## config.mk

```make
export PLATFORM = sky130hd
export DESIGN_NAME = video_timing_flat
export DESIGN_NICKNAME = d
export VERILOG_FILES = /design/src/rtl/video_timing_if.sv /design/src/rtl/video_timing.sv /design/src/flat_wrapper.sv
export SDC_FILE = /design/constraint.sdc
export NUM_CORES = 1
export LEC_CHECK = 0
export ABC_AREA = 1
export CORE_MARGIN = 5
export CORE_UTILIZATION = 61
export DETAILED_ROUTE_END_ITERATION = 10
export HOLD_SLACK_MARGIN = 0.12
export PLACE_DENSITY = 0.85
export SETUP_SLACK_MARGIN = 0.4
export SLEW_MARGIN = 40
export SYNTH_ARGS = -nofsm -noshare
export SYNTH_HDL_FRONTEND = slang
export SYNTH_SLANG_ARGS = --single-unit
```

## constraint.sdc

```tcl
create_clock -name gpu_clk -period 5.4 [get_ports gpu_clk]
set_clock_uncertainty 0.05 [all_clocks]
set_input_delay 0.54 -clock gpu_clk [delete_from_list [all_inputs] [get_ports gpu_clk]]
set_output_delay 0.54 -clock gpu_clk [all_outputs]
set_load 0.02 [all_outputs]
```

## src/rtl/video_timing_if.sv

```systemverilog
// Raster outputs and foreground-prefetch handshake of the video timing generator.
// master: the timing generator; slave: the consumer (prefetch unit / display).
interface video_timing_if;
    logic       prefetch_busy_i;
    logic       hsync_o;
    logic       vsync_o;
    logic       visible_o;
    logic [7:0] display_x_o;
    logic [7:0] display_y_o;
    logic       prefetch_start_o;
    logic [7:0] prefetch_y_o;
    logic       frame_start_o;
    logic       overrun_o;

    modport master (
        input  prefetch_busy_i,
        output hsync_o, vsync_o, visible_o, display_x_o, display_y_o,
        output prefetch_start_o, prefetch_y_o, frame_start_o, overrun_o
    );

    modport slave (
        output prefetch_busy_i,
        input  hsync_o, vsync_o, visible_o, display_x_o, display_y_o,
        input  prefetch_start_o, prefetch_y_o, frame_start_o, overrun_o
    );
endinterface

```

## src/rtl/video_timing.sv

```systemverilog
// 800x525 raster generator with a 512x480 game window (2x scaled to 256x240) and a
// one-deep pending slot for per-line foreground prefetch requests.
module video_timing #(
    parameter int unsigned GAME_X0    = 64,
    parameter int unsigned PREFETCH_H = 576
) (
    input logic            gpu_clk,
    input logic            rst_n,
    video_timing_if.master vt
);
    localparam logic [9:0] GameX0    = 10'(GAME_X0);
    localparam logic [9:0] GameX1    = 10'(GAME_X0 + 512);
    localparam logic [9:0] PrefetchH = 10'(PREFETCH_H);

    logic       run_q;
    logic [9:0] hcount_q, vcount_q, hcount_d, vcount_d;

    logic       hsync_d, vsync_d, visible_d, frame_start_d;
    logic [7:0] display_x_d, display_y_d;

    logic       req_q, req_d;
    logic [7:0] req_y_q, req_y_d;
    logic       pend_q, pend_d;
    logic [7:0] pend_y_q, pend_y_d;
    logic       overrun_q, overrun_d;
    logic       busy, issue, lost;

    // The first edge after reset loads raster (0,0) rather than advancing past it.
    always_comb begin
        hcount_d = '0;
        vcount_d = '0;
        if (run_q) begin
            if (hcount_q == 10'd799) begin
                hcount_d = '0;
                vcount_d = (vcount_q == 10'd524) ? '0 : vcount_q + 10'd1;
            end else begin
                hcount_d = hcount_q + 10'd1;
                vcount_d = vcount_q;
            end
        end
    end

    // Outputs are computed from the next raster position so they line up with it.
    always_comb begin
        hsync_d       = !((hcount_d >= 10'd656) && (hcount_d <= 10'd751));
        vsync_d       = !((vcount_d == 10'd490) || (vcount_d == 10'd491));
        visible_d     = (vcount_d < 10'd480) && (hcount_d >= GameX0) && (hcount_d < GameX1);
        display_x_d   = visible_d ? 8'((hcount_d - GameX0) >> 1) : 8'd0;
        display_y_d   = visible_d ? 8'(vcount_d >> 1) : 8'd0;
        frame_start_d = (hcount_d == 10'd0) && (vcount_d == 10'd0);
        req_d         = (hcount_d == PrefetchH) &&
                        ((vcount_d[0] && (vcount_d <= 10'd477)) || (vcount_d == 10'd524));
        req_y_d       = (vcount_d == 10'd524) ? 8'd0 : 8'((vcount_d + 10'd1) >> 1);
    end

    assign busy  = vt.prefetch_busy_i;
    assign issue = !busy && (pend_q || req_q);
    assign lost  = pend_q && busy && req_q;

    // A pending request always wins the issue slot; a fresh one then takes its place.
    always_comb begin
        pend_d    = pend_q;
        pend_y_d  = pend_y_q;
        overrun_d = overrun_q || lost;
        if (req_q && (pend_q || busy)) begin
            pend_d   = 1'b1;
            pend_y_d = req_y_q;
        end else if (pend_q && !busy) begin
            pend_d = 1'b0;
        end
    end

    assign vt.prefetch_start_o = issue;
    assign vt.prefetch_y_o     = issue ? (pend_q ? pend_y_q : req_y_q) : 8'd0;
    assign vt.overrun_o        = overrun_q || lost;

    always_ff @(posedge gpu_clk or negedge rst_n) begin
        if (!rst_n) begin
            run_q            <= 1'b0;
            hcount_q         <= '0;
            vcount_q         <= '0;
            vt.hsync_o       <= 1'b1;
            vt.vsync_o       <= 1'b1;
            vt.visible_o     <= 1'b0;
            vt.display_x_o   <= '0;
            vt.display_y_o   <= '0;
            vt.frame_start_o <= 1'b0;
            req_q            <= 1'b0;
            req_y_q          <= '0;
            pend_q           <= 1'b0;
            pend_y_q         <= '0;
            overrun_q        <= 1'b0;
        end else begin
            run_q            <= 1'b1;
            hcount_q         <= hcount_d;
            vcount_q         <= vcount_d;
            vt.hsync_o       <= hsync_d;
            vt.vsync_o       <= vsync_d;
            vt.visible_o     <= visible_d;
            vt.display_x_o   <= display_x_d;
            vt.display_y_o   <= display_y_d;
            vt.frame_start_o <= frame_start_d;
            req_q            <= req_d;
            req_y_q          <= req_y_d;
            pend_q           <= pend_d;
            pend_y_q         <= pend_y_d;
            overrun_q        <= overrun_d;
        end
    end
endmodule
```

## src/flat_wrapper.sv

```systemverilog
// flat-port wrapper written by rule: the top's interface ports become plain ports
module video_timing_flat 
#(
    parameter int unsigned GAME_X0    = 64,
    parameter int unsigned PREFETCH_H = 576
)
  (gpu_clk, rst_n, vt_prefetch_busy_i, vt_hsync_o, vt_vsync_o, vt_visible_o, vt_display_x_o, vt_display_y_o, vt_prefetch_start_o, vt_prefetch_y_o, vt_frame_start_o, vt_overrun_o);
  video_timing_if vt_i ();
  input logic gpu_clk;
  input logic rst_n;
  input wire logic [$bits(vt_i.prefetch_busy_i)-1:0] vt_prefetch_busy_i;
  output wire logic [$bits(vt_i.hsync_o)-1:0] vt_hsync_o;
  output wire logic [$bits(vt_i.vsync_o)-1:0] vt_vsync_o;
  output wire logic [$bits(vt_i.visible_o)-1:0] vt_visible_o;
  output wire logic [$bits(vt_i.display_x_o)-1:0] vt_display_x_o;
  output wire logic [$bits(vt_i.display_y_o)-1:0] vt_display_y_o;
  output wire logic [$bits(vt_i.prefetch_start_o)-1:0] vt_prefetch_start_o;
  output wire logic [$bits(vt_i.prefetch_y_o)-1:0] vt_prefetch_y_o;
  output wire logic [$bits(vt_i.frame_start_o)-1:0] vt_frame_start_o;
  output wire logic [$bits(vt_i.overrun_o)-1:0] vt_overrun_o;
  assign vt_i.prefetch_busy_i = vt_prefetch_busy_i;
  assign vt_hsync_o = vt_i.hsync_o;
  assign vt_vsync_o = vt_i.vsync_o;
  assign vt_visible_o = vt_i.visible_o;
  assign vt_display_x_o = vt_i.display_x_o;
  assign vt_display_y_o = vt_i.display_y_o;
  assign vt_prefetch_start_o = vt_i.prefetch_start_o;
  assign vt_prefetch_y_o = vt_i.prefetch_y_o;
  assign vt_frame_start_o = vt_i.frame_start_o;
  assign vt_overrun_o = vt_i.overrun_o;
  video_timing #(.GAME_X0(GAME_X0), .PREFETCH_H(PREFETCH_H)) u_core (.gpu_clk(gpu_clk), .rst_n(rst_n), .vt(vt_i));
endmodule
```

# Yosys cells after proc, flatten, opt, wreduce, memory -nomap -nowiden
# Cells that the tools add are included.
[classes]
n_bitwise = 0
addsub = 4
order_cmp = 6
n_eq_ne = 6
multipliers = 0
n_div = 0
shift = 0
n_mux = 12
reduce_logical = 22
[op_table]
columns = ["operator", "n"]
rows = [
  ["$mux 10", 5],
  ["$eq 10x10->1 const B", 4],
  ["$mux 8", 5],
  ["$add 10x1->10 const B", 2],
  ["$eq 10x9->1 const B", 2],
  ["$logic_not 10->1", 2],
  ["$logic_and 1x1->1", 11],
  ["$ge 10x10->1 const B", 1],
  ["$ge 10x7->1 const B", 1],
  ["$le 10x10->1 const B", 1],
  ["$le 10x9->1 const B", 1],
  ["$lt 10x10->1 const B", 1],
  ["$lt 10x9->1 const B", 1],
  ["$add 9x1->9 const B", 1],
  ["$sub 9x7->9 const B", 1],
  ["$logic_or 1x1->1", 5],
  ["$logic_not 1->1", 3],
  ["$mux 1", 2],
  ["$reduce_bool 2->1", 1],
]
[totals]
mem_count = 0
input_bits = 3
reg_bits = 60
wordCells = 64
latch_bits = 0
mem_bits_rw = 0
mem_bits_ro = 0
output_inout_bits = 30

# Depth between registers and ports, before layout
[depth]
ltp_word = 8
mapped_depth = 16
depth_no_buf = 16

# Worst setup path before layout
# No wires, ideal clock.
[synth_path]
path_type = "reg2reg"
start = "reg u_core.hcount_q[0]"
end = "reg u_core.req_y_q[7]"
required_time_ps = 5232
arrival_time_ps = 2247
synth_period_minus_slack_ps = 2415
setup_slack_ps = 2985
stages_incl_launch_ff = 15
setup_ps = 118
n_path_buf = 0
cell_sequence = "dfrtp_1 -> ha_1 -> nand3_2 -> nor2_4 -> nand2_4 -> nand2_4 -> inv_4 -> o211ai_1 -> inv_1 -> ha_1 -> inv_1 -> nor2_1 -> nand3_1 -> xor2_1 -> inv_1"
[synth_between]
elab_chain_len = 5
[synth_rtl]
columns = ["item", "line_no", "text"]
rows = [
  ["start: declaration", "video_timing.sv:16", "logic [9:0] hcount_q, vcount_q, hcount_d, vcount_d;"],
  ["start signal: assignment", "video_timing.sv:95", "hcount_q <= hcount_d;"],
  ["$eq 10x10->1 *", "video_timing.sv:33", "if (hcount_q == 10'd799) begin"],
  ["$mux 10 *", "video_timing.sv:33", ""],
  ["$mux 10 *", "video_timing.sv:32", "if (run_q) begin"],
  ["net u_core.vcount_d[0]", "video_timing.sv:16", ""],
  ["$add 9x1->9 or $eq 10x10->1 (tied branches)", "video_timing.sv:53", "req_y_d = (vcount_d == 10'd524) ? 8'd0 : 8'((vcount_d + 10'd1) >> 1);"],
  ["$mux 8 *", "video_timing.sv:53", ""],
  ["net u_core.req_y_d[7]", "video_timing.sv:22", "logic [7:0] req_y_q, req_y_d;"],
  ["end signal: assignment", "video_timing.sv:104", "req_y_q <= req_y_d;"],
  ["end: declaration", "video_timing.sv:22", ""],
]
# The timed path passes the listed nets; every way through them passes the cells marked *.
# A chain may end at the register's enable or synchronous reset.

# Worst setup path after layout
[layout_path]
start = "reg u_core.pend_q"
end = "out vt_prefetch_y_o[2]"
[layout_between]
elab_chain_len = 3
[layout_rtl]
columns = ["item", "line_no", "text"]
rows = [
  ["start: declaration", "video_timing.sv:23", "logic pend_q, pend_d;"],
  ["start signal: assignment", "video_timing.sv:105", "pend_q <= pend_d;"],
  ["$logic_or 1x1->1", "video_timing.sv:57", "assign issue = !busy && (pend_q || req_q);"],
  ["$logic_and 1x1->1", "video_timing.sv:57", ""],
  ["$mux 8 *", "video_timing.sv:74", "assign vt.prefetch_y_o = issue ? (pend_q ? pend_y_q : req_y_q) : 8'd0;"],
  ["end: declaration", "flat_wrapper.sv:18", "output wire logic [$bits(vt_i.prefetch_y_o)-1:0] vt_prefetch_y_o;"],
]
# Mark *: on every way between the ends. The rest lies on a longest branch, timed or not.

==> metrics.cfg <==
[logic_synthesis]
ys_ff_latch = 60
synth-edff-count = 0
syn_area_um2 = 3300
ys_types = 30
synth_nets = 423
yosysWarnings = 0
avgSynthCellArea_um2 = 8.11
yosys_most_used_dff = dfrtp_1
synthCells = 407
yosys-top-cells-count = nand2_1 (94), inv_1 (70), dfrtp_1 (58)
synth_seq_area_share = 0.455
yosysTopAreaCell = dfrtp_1
synth_top_area_share = 0.440
synthArstFlopShare = 1.00
synth.most_common_cell = nand2_1
synth_area_leaders = dfrtp_1 (44%), nand2_1 (11%), inv_1 (8.0%)

[timing]
worst_slew_pin_slew_ps = 641
hold_viol = 0
fin_crit_sh = 0.556
fmax_mhz = 333
rsz0062_at_grt = no
slew_violations = 0
slew_headroom = 0.569
period_needed_ps = 3000
setup_viol = 0
setup_tns_ps = 0

[global_routing]
overflow = 0
antenna_found_initial = 0
grt_pass1_vias = 2815
grt_max_degree = 61
grt_pass1_wl_mm = 13.2
grtUsageTotal = 0.237

[setup_path]
endpoint = vt_prefetch_y_o[2]
rr_endpoint = u_core.vt.display_x_o[0]
cp-startpoint = u_core.pend_q
path_max_fanout = 20
arrival_ps = 2410
start_kind = register
endpoint_kind = output pin
r2r_start = u_core.hcount_q[0]
r2r_cells = 11
r2r_setup_slack_ps = 2460
worst-setup-path-type = register to output pin
cp.required_ps = 4810

[route]
vias_per_cell = 5.41
drt-total-wl_mm = 7.77
route.vias.total = 2811
ant_nets = 0
remaining_drc_errors = 0
drtPass1Iterations = 5
routedWlPerCell_um = 14.9
drtIter0Drc = 356

[placed_design]
gp_congestion = 0.992
portBuffers = 32
dp_hpwl_mm = 5.66

[power]
max-vdd-ir-drop_uv = 188
p_leak_nw = 2.01
power_density_nw_per_um2 = 222
power_mw = 0.854

[clock_tree]
cts_setup_buffers = 0
h-tree-depth = 3
clockBufferDepth = 2
insertion_delay_ps = 350
holdBufCountCts = 0
cts.sinks = 60
ctsResizeCount = 0
root_buffer = clkbuf_8
cts_tree = built
path_clk_slew_ps = 80
numCtsBuffers = 9

[final_layout]
fill_cells = 384
multi_input_area_um2 = 1470
nNetsFinal = 461
area_delta_synth_final_pct = 16.6
drive_above_1_share = 0.131
regArea_um2 = 1500
antenna_cells = 0

[floorplan]
die-area_um2 = 6980
core-area_um2 = 5170
num_rows = 26
chipHeight_um = 83.6
die_w_um = 83.6
ios = 33
start_util = 0.638

[flow_run]
maxCapViolCount = 0

[run_status]
outcome = finished, final reports clean

[hold_path]
hp-class = primary input to asynchronous set/reset pin

==> worst min path at each step <==
stage                           startpoint                  to  slack [ps]  cells past startpoint
final                                rst_n  u_core.vcount_q[7]         190                      2
after CTS                            rst_n  u_core.vcount_q[7]         320                      2
after global placement    u_core.overrun_q    u_core.overrun_q         390                      1
after floorplan                      rst_n  u_core.hcount_q[0]         190                      0
after detailed placement  u_core.overrun_q    u_core.overrun_q         400                      1
after global routing                 rst_n  u_core.vcount_q[7]         250                      2
==> critical path: stages (launching register included) <==
cell and delay, ps:
dfrtp_1 700, nor2_1 80, nor2_1 470, nand2_1 110
inv_1 80, clkdlybuf4s50_1 620
==> registers in the layout (all words and copies together), names as in the netlist <==
signal                   count
u_core.vt.visible_o          1
u_core.vt.hsync_o            1
u_core.vt.vsync_o            1
u_core.vcount_q             10
u_core.req_q                 1
u_core.vt.display_x_o        8
u_core.vt.frame_start_o      1
u_core.vt.display_y_o        8
u_core.pend_y_q              8
u_core.hcount_q             10
u_core.req_y_q               8
u_core.run_q                 1
u_core.pend_q                1
u_core.overrun_q             1
==> logic make-up after synthesis <==
family,Yosys count,share of synthesized area
fa+ha+maj,13,0.0493
simple gates,210,0.314
xor+xnor,9,0.0239
other cells,1,0.00114
buf+inv,81,0.0997
flops,60,0.455
compound gates,33,0.0565
==> through the flow <==
| stage | cell area, µm² | util | instances | setup slack (ps) | hold slack [ps] |
|---|---|---|---|---|---|
| after floorplan | 3300 | - | 407 | 2980 | 194 |
| after global placement | 3670 | 0.709 | 504 | 2550 | 391 |
| after detailed placement | 3670 | 0.710 | 504 | 2460 | 400 |
| after CTS | 3850 | 0.744 | 520 | 2370 | 318 |
| after global routing | 3850 | 0.745 | 520 | 2190 | 253 |
| final | 3850 | 0.745 | 520 | 2400 | 194 |
==> per-layer routing <==
layer / vias to the layer above / track usage / wire (µm)
met4: 0 / 0.117 / 227
met5: - / 0 / 0
met2: 93 / 0.388 / 3830
met1: 1345 / 0.291 / 3270
li1: 1348 / - / -
met3: 25 / 0.0602 / 442
==> layout by cell type (no fill, tap or decap) <==
cell type,n
nand4_1,7
nor3b_1,1
buf_2,1
clkbuf_8,10
nor3_1,12
nor2_4,5
inv_6,1
dfstp_2,2
o21ai_0,19
o21bai_1,2
nand3_1,34
nand3_2,4
o21ai_1,1
a31o_2,1
inv_2,4
a21oi_1,6
nor3_2,10
o21ai_2,1
nand2_1,94
clkdlybuf4s50_1,31
buf_6,1
o211ai_1,1
o22ai_2,1
nor2_2,5
xor2_1,9
nand2_4,3
clkinvlp_4,2
inv_4,1
nor2_1,31
nand2_2,4
dfrtp_1,58
o21a_1,1
ha_1,13
clkinv_2,3
conb_1,1
inv_1,70
==> layout make-up <==
cell class                      count  area share
Sequential cell                    60       0.391
Multi-Input combinational cell    266       0.382
Timing Repair Buffer               33      0.0848
Inverter                           75      0.0737
Clock buffer                       10      0.0357
Tap cell                           70      0.0227
Clock inverter                      6      0.0101
==> power by group <==
group | switching (mW) | internal (mW)
Combinational | 0.0218 | 0.00892
Sequential | 0.00375 | 0.453
Clock | 0.190 | 0.178
Total | 0.215 | 0.639
(Power assumes the default switching activity.)
